[config.mk]
export PLATFORM = sky130hd
export DESIGN_NAME = context_cache_scheduler
export DESIGN_NICKNAME = d
export VERILOG_FILES = /design/src/rtl/context_cache_scheduler.sv
export SDC_FILE = /design/constraint.sdc
export NUM_CORES = 1
export LEC_CHECK = 0
export CORE_MARGIN = 1.5
export CORE_UTILIZATION = 56
export DETAILED_ROUTE_END_ITERATION = 6
export PLACE_DENSITY = 0.86
export SYNTH_ARGS = -nofsm -noshare
export SYNTH_HDL_FRONTEND = slang
export SYNTH_SLANG_ARGS = --single-unit
[constraint.sdc]
create_clock -name clk -period 4.6 [get_ports clk]
set_clock_uncertainty 0.15 [all_clocks]
set_input_delay 0.92 -clock clk [delete_from_list [all_inputs] [get_ports clk]]
set_output_delay 0.92 -clock clk [all_outputs]
set_load 0.05 [all_outputs]
[src/rtl/context_cache_scheduler.sv]
`default_nettype none
// ============================================================================
//  Module   : context_cache_scheduler (with EV_types package)
//  Purpose  : Per-thread status tracking, FIFO run queue and ContextCache
//             command sequencing for the context cache.
//  Revision : 1.0 - initial release
// ============================================================================

package EV_types;
    // Width of thread_id_t must match TID_W of the scheduler instance.
    typedef logic [2:0] thread_id_t;

    typedef enum logic [2:0] {
        no_thread        = 3'd0,
        work_queue       = 3'd1,
        wait_for_trigger = 3'd2,
        executing        = 3'd3,
        template_ctx     = 3'd4
    } thread_status_t;

    typedef enum logic [1:0] {
        fork_none       = 2'd0,
        fork_me_copy    = 2'd1,
        fork_other_copy = 2'd2,
        fork_other_pass = 2'd3
    } fork_enum_t;

    typedef enum logic [1:0] {
        exec_none  = 2'd0,
        exec_copy  = 2'd1,
        exec_pass  = 2'd2,
        exec_clear = 2'd3
    } exec_info_t;

    typedef struct packed {
        logic       incoming;
        thread_id_t incoming_id;
        logic       sleep;
        logic       delete;
        exec_info_t execute_info;
        thread_id_t execute_id;
        fork_enum_t forking_info;
        thread_id_t forking_id;
        thread_id_t fork_src_id;
        logic       fork_sleep;
    } ContextCache_Control;
endpackage

module context_cache_scheduler
    import EV_types::*;
#(
    parameter int NUM_THREADS = 8,
    parameter int TID_W       = $clog2(NUM_THREADS)
) (
    input  logic               clk,
    input  logic               rst,
    input  logic               in_valid,
    output logic               in_ready,
    output logic [TID_W-1:0]   in_id,
    input  logic               y_valid,
    input  logic [1:0]         y_op,
    input  logic [1:0]         y_fork,
    input  logic               y_fork_sleep,
    input  logic [TID_W-1:0]   y_src_id,
    output logic               y_ready,
    input  logic               trig_valid,
    input  logic [TID_W-1:0]   trig_id,
    output logic               cmd_valid,
    input  logic               cmd_ready,
    output ContextCache_Control cmd,
    output logic               run_valid,
    output logic [TID_W-1:0]   run_id,
    output logic               err_trig
);

    localparam logic [1:0] c_op_delete  = 2'd0;
    localparam logic [1:0] c_op_sleep   = 2'd1;
    localparam logic [1:0] c_op_fork    = 2'd2;
    localparam logic [1:0] c_op_requeue = 2'd3;

    thread_status_t      status_q [NUM_THREADS];
    thread_status_t      status_d [NUM_THREADS];
    logic [TID_W-1:0]    queue_q  [NUM_THREADS];
    logic [TID_W-1:0]    queue_d  [NUM_THREADS];
    logic [TID_W-1:0]    head_q, head_d, tail_q, tail_d;
    logic [TID_W:0]      count_q, count_d;
    logic                cmd_valid_q, cmd_valid_d;
    ContextCache_Control cmd_q, cmd_d;
    logic                run_valid_q, run_valid_d;
    logic [TID_W-1:0]    run_id_q, run_id_d;
    logic                err_trig_q, err_trig_d;

    logic                free_found;
    logic [TID_W-1:0]    free_id;
    logic                cmd_free, fork_ok, y_go, in_go, trig_go, disp_go;
    fork_enum_t          fork_kind;
    logic [TID_W-1:0]    fork_src;

    // Lowest-numbered unused ID (scan downwards so the lowest match wins).
    always_comb begin
        free_found = 1'b0;
        free_id    = '0;
        for (int i = NUM_THREADS - 1; i >= 0; i--) begin
            if (status_q[i] == no_thread) begin
                free_found = 1'b1;
                free_id    = TID_W'(i);
            end
        end
    end

    // The command register is free when empty or being accepted this cycle.
    assign cmd_free  = !cmd_valid_q || cmd_ready;
    assign fork_kind = fork_enum_t'(y_fork);
    assign fork_src  = (fork_kind == fork_me_copy) ? run_id_q : y_src_id;
    assign fork_ok   = free_found && (fork_kind != fork_none) &&
                       ((fork_kind == fork_me_copy) || (status_q[y_src_id] == template_ctx));

    // Fixed priority: yield > incoming > trigger > dispatch.
    assign y_ready  = run_valid_q && cmd_free && ((y_op != c_op_fork) || fork_ok);
    assign y_go     = y_valid && y_ready;
    assign in_ready = free_found && cmd_free && !y_go;
    assign in_go    = in_valid && in_ready;
    assign trig_go  = trig_valid && cmd_free && !y_go && !in_go;
    assign disp_go  = !run_valid_q && (count_q != '0) && cmd_free && !y_go && !in_go && !trig_go;

    assign in_id     = free_id;
    assign cmd_valid = cmd_valid_q;
    assign cmd       = cmd_q;
    assign run_valid = run_valid_q;
    assign run_id    = run_id_q;
    assign err_trig  = err_trig_q;

    // Next-state: apply the selected event to status, queue and command register.
    always_comb begin
        logic                load;
        ContextCache_Control new_cmd;
        logic                push_a, push_b, pop;
        logic [TID_W-1:0]    push_a_id, push_b_id;

        status_d    = status_q;
        queue_d     = queue_q;
        cmd_valid_d = cmd_valid_q && !cmd_ready;
        cmd_d       = cmd_q;
        run_valid_d = run_valid_q;
        run_id_d    = run_id_q;
        err_trig_d  = 1'b0;
        load        = 1'b0;
        new_cmd     = '0;
        push_a      = 1'b0;
        push_b      = 1'b0;
        pop         = 1'b0;
        push_a_id   = '0;
        push_b_id   = '0;

        if (y_go) begin
            load        = 1'b1;
            run_valid_d = 1'b0;
            new_cmd.execute_id = run_id_q;
            case (y_op)
                c_op_delete: begin
                    status_d[run_id_q]   = no_thread;
                    new_cmd.delete       = 1'b1;
                    new_cmd.execute_info = exec_clear;
                end
                c_op_sleep: begin
                    status_d[run_id_q] = wait_for_trigger;
                    new_cmd.sleep      = 1'b1;
                end
                c_op_fork: begin
                    // Parent context is saved and requeued behind the child.
                    new_cmd.execute_info = exec_pass;
                    new_cmd.forking_info = fork_kind;
                    new_cmd.forking_id   = free_id;
                    new_cmd.fork_src_id  = fork_src;
                    new_cmd.fork_sleep   = y_fork_sleep;
                    status_d[run_id_q]   = work_queue;
                    if (y_fork_sleep) begin
                        status_d[free_id] = wait_for_trigger;
                        push_a            = 1'b1;
                        push_a_id         = run_id_q;
                    end else begin
                        status_d[free_id] = work_queue;
                        push_a            = 1'b1;
                        push_a_id         = free_id;
                        push_b            = 1'b1;
                        push_b_id         = run_id_q;
                    end
                end
                default: begin
                    status_d[run_id_q]   = work_queue;
                    new_cmd.execute_info = exec_pass;
                    push_a               = 1'b1;
                    push_a_id            = run_id_q;
                end
            endcase
        end else if (in_go) begin
            load                = 1'b1;
            status_d[free_id]   = work_queue;
            new_cmd.incoming    = 1'b1;
            new_cmd.incoming_id = free_id;
            push_a              = 1'b1;
            push_a_id           = free_id;
        end else if (trig_go) begin
            // A valid wake-up needs no cache command; only the queue changes.
            if (status_q[trig_id] == wait_for_trigger) begin
                status_d[trig_id] = work_queue;
                push_a            = 1'b1;
                push_a_id         = trig_id;
            end else begin
                err_trig_d = 1'b1;
            end
        end else if (disp_go) begin
            load                       = 1'b1;
            pop                        = 1'b1;
            status_d[queue_q[head_q]]  = executing;
            run_valid_d                = 1'b1;
            run_id_d                   = queue_q[head_q];
            new_cmd.execute_info       = exec_copy;
            new_cmd.execute_id         = queue_q[head_q];
        end

        if (load) begin
            cmd_valid_d = 1'b1;
            cmd_d       = new_cmd;
        end

        // Second push only ever accompanies the first, so it lands at tail+1.
        if (push_a) queue_d[tail_q] = push_a_id;
        if (push_b) queue_d[tail_q + TID_W'(1)] = push_b_id;
        tail_d  = tail_q + TID_W'(push_a) + TID_W'(push_b);
        head_d  = head_q + TID_W'(pop);
        count_d = count_q + (TID_W+1)'(push_a) + (TID_W+1)'(push_b) - (TID_W+1)'(pop);
    end

    // State registers; reset discards any pending command.
    always_ff @(posedge clk or posedge rst) begin
        if (rst) begin
            for (int i = 0; i < NUM_THREADS; i++) begin
                status_q[i] <= no_thread;
                queue_q[i]  <= '0;
            end
            head_q      <= '0;
            tail_q      <= '0;
            count_q     <= '0;
            cmd_valid_q <= 1'b0;
            cmd_q       <= '0;
            run_valid_q <= 1'b0;
            run_id_q    <= '0;
            err_trig_q  <= 1'b0;
        end else begin
            status_q    <= status_d;
            queue_q     <= queue_d;
            head_q      <= head_d;
            tail_q      <= tail_d;
            count_q     <= count_d;
            cmd_valid_q <= cmd_valid_d;
            cmd_q       <= cmd_d;
            run_valid_q <= run_valid_d;
            run_id_q    <= run_id_d;
            err_trig_q  <= err_trig_d;
        end
    end

endmodule
`default_nettype wire

==> flow_summary.toml <==
[run_status]
status = "finished clean"

[layout]
fillers = 809
finalInstanceArea_mm2 = 0.00659
area_delta_synth_final_pct = 16.6
fin_nets = 699
final_util_pct = 67.4
drive_gt1_share_pct = 14.9
antenna_cells = 0

[clock_network]
cts_max_level = 3
hold_buffers = 0
cts_made_buffers = 9
post_cts_buffers = 0
cts_resized = 0
clock_latency_ns = 0.38
cts_root_buf = "clkbuf_8"
cts_tree = "yes"
clock_sinks = 84
cts_buffer_depth = 2
clkTransAtPathRegs_ns = 0.09

[hold_path]
min_path_cells = 2
hp-class = "reg -> reg"

[global_routing]
overflow = 0
grt_first_pass_wirelength_mm = 30.6
first_global_vias = 5527
grt_util_all_layers_pct = 39.1
grt_max_degree = 35
antenna_found_initial = 0

[logic_synthesis]
synth_top_family_by_area = "simple AND/OR/NAND/NOR gates"
muxShareOfSynthArea_pct = 14.2
syn_area_mm2 = 0.00565
yosysSeqAreaShare_pct = 37.2
yosys_warnings = 0
synth_edf_count = 0
synth_compound_area_share_pct = 20.2
ys_types = 80
synth_top_area_share_pct = 37.2
synth-seq-cells = 84
synth_commonest_cells = "dfrtp_1 (84), nand2_1 (69), nor2_1 (43)"
synth-xor-area-share_pct = 0.930
synth_nets = 647
synth-simple-area-share_pct = 20.4
synth-main-ff-cell = "dfrtp_1"
synth_area_leaders = "dfrtp_1 (37%), mux2i_1 (5.8%), mux2_2 (4.6%)"
yosysMostFrequentCell = "dfrtp_1"
synth.largest_area_cell = "dfrtp_1"
yosys.area_share.adder_pct = 2.61
synthArstFlopShare_pct = 100
syn_avg_cell_area_um2 = 9.12
netlist_instances = 620

[route]
drc = 0
top_layer_used = "met4"
wl_met1_mm = 7.22
routed_wirelength_mm = 19.6
drt-vias-per-instance = 6.84
met3WireLength_mm = 1.94
drtAntennaViolNets = 0
wl_met2_mm = 9.13
wl_per_cell_um = 24.2
via_count = 5542
drt-pass1-iter-count = 6
drt-initial-drc-count = 558

[die]
start_util_pct = 57.8
design.core.area_mm2 = 0.00977
rows = 36
ioPinCount = 48
die_area_mm2 = 0.0107
dieWidth_um = 103
die_h_um = 103

[critical_path]
cp.arrival_ns = 3.16
max_stage_delay_ns = 0.72
critical_path_class = "in -> out"
cp_max_fo = 7
cp-start-kind = "primary input"
reg2reg_depth = 12
crit_required_ns = 3.53
cp_cell_sequence = "clkdlybuf4s50_1 > nor4b_1 > a311oi_1 > o211ai_1 > a31oi_1 > nor2_2 > nor2_1 > buf_4"
cpMaxStageDelayCell = "a31oi_1"
critPathCaptureType = "output pin"

[power_and_ir_drop]
ir_drop_mv = 0.530
powerDensity_mw_per_mm2 = 694
p_leak_nw = 2.76

[timing]
setup_viol = 0
min_period_ns = 4.23
fin_ws_ns = 0.371
final-max-slew-violation-count = 0
rsz0062_at_grt = "false"
tightestPinTransition_ns = 0.949
relSlewSlack_pct = 36.4
hold_viol = 0
max_freq_ghz = 0.236
tns_ns = 0
period_share_pct = 91.9

[place]
pre_cts_ws_ns = 0.257
dp_hpwl_mm = 14.2
place_area_mm2 = 0.00638
place.gp.congestion = 1.08
io_buffer_count = 47

[run]
maxCapViolCount = 0
[registers in the layout (all words and copies together), names as in the netlist]
signal,cells
cmd,20
cmd_valid,1
count_q,4
err_trig,1
head_q,3
queue_q,24
run_id,3
run_valid,1
status_q,24
tail_q,3
[layout by cell type, fill, tap and decap left out, types with 8 or more instances in the layout]
master           count
mux2_2              23
nor2_1              42
a21oi_1             35
a211oi_1             8
nand4_1              8
o21ai_0             27
nand2_1             69
dfrtp_1             84
buf_4               32
nor3_1              21
clkdlybuf4s50_1     45
inv_1               25
nand3_1             26
clkbuf_8            10
or3_1                9
mux2i_1             33
[metrics by stage]
stage,total power [mW],hold slack [ns],std cells
floorplan,3.06,0.327,620
global route,4.80,0.382,810
detailed placement,3.93,0.324,794
global placement,3.83,0.312,794
CTS,4.51,0.343,810
finish,4.57,0.339,810
[critical path, delay by kind of cell]
family,cells,cell delay [ns]
AO/OA/AOI/OAI,3,1.15
buffers and inverters,2,0.80
AND/OR/NAND/NOR,3,0.28
[power by group]
part	total, mW	switching (mW)	internal, mW
combinational	2.66	1.67	0.991
clock	0.570	0.300	0.269
sequential	1.34	0.344	0.998
[final timing paths]
path,start,endpoint,slack [ns]
setup / recovery,y_src_id[0],in_ready,0.37
hold / removal,cmd[0],cmd[0],0.34
setup reg to reg,status_q[22],count_q[1],0.77
hold reg to reg,cmd[0],cmd[0],0.34
max in group asynchronous,rst,queue_q[23],2.76
min in group asynchronous,rst,cmd[17],0.75
[layer usage]
metal / global-route usage [%] / vias up
met2: 62.5 / 396
met4: 25.1 / 0
met5: 0 / -
met1: 48.1 / 2623
met3: 8.40 / 107
li1: - / 2416
[cells by family (layout without fill, tap and decap cells)]
family,count (synthesis),in the layout
and+or+nand+nor,228,228
AOI/OAI and AO/OA,160,160
DFF,84,84
muxes,69,69
buffers and inverters,63,120
adders and majority gates,10,10
xor gates and xnor gates,6,6
[final cells by class]
type,instances,area [µm²],area share [%]
multi-input combinational,473,3300,50.1
sequential,84,2100,31.9
timing repair buffer,78,711,10.8
tap,133,166,2.53
clock buffer,10,138,2.09
inverter,26,98.8,1.50
clock inverter,6,70.1,1.06
No activity file was read; power rests on OpenSTA's default activity.
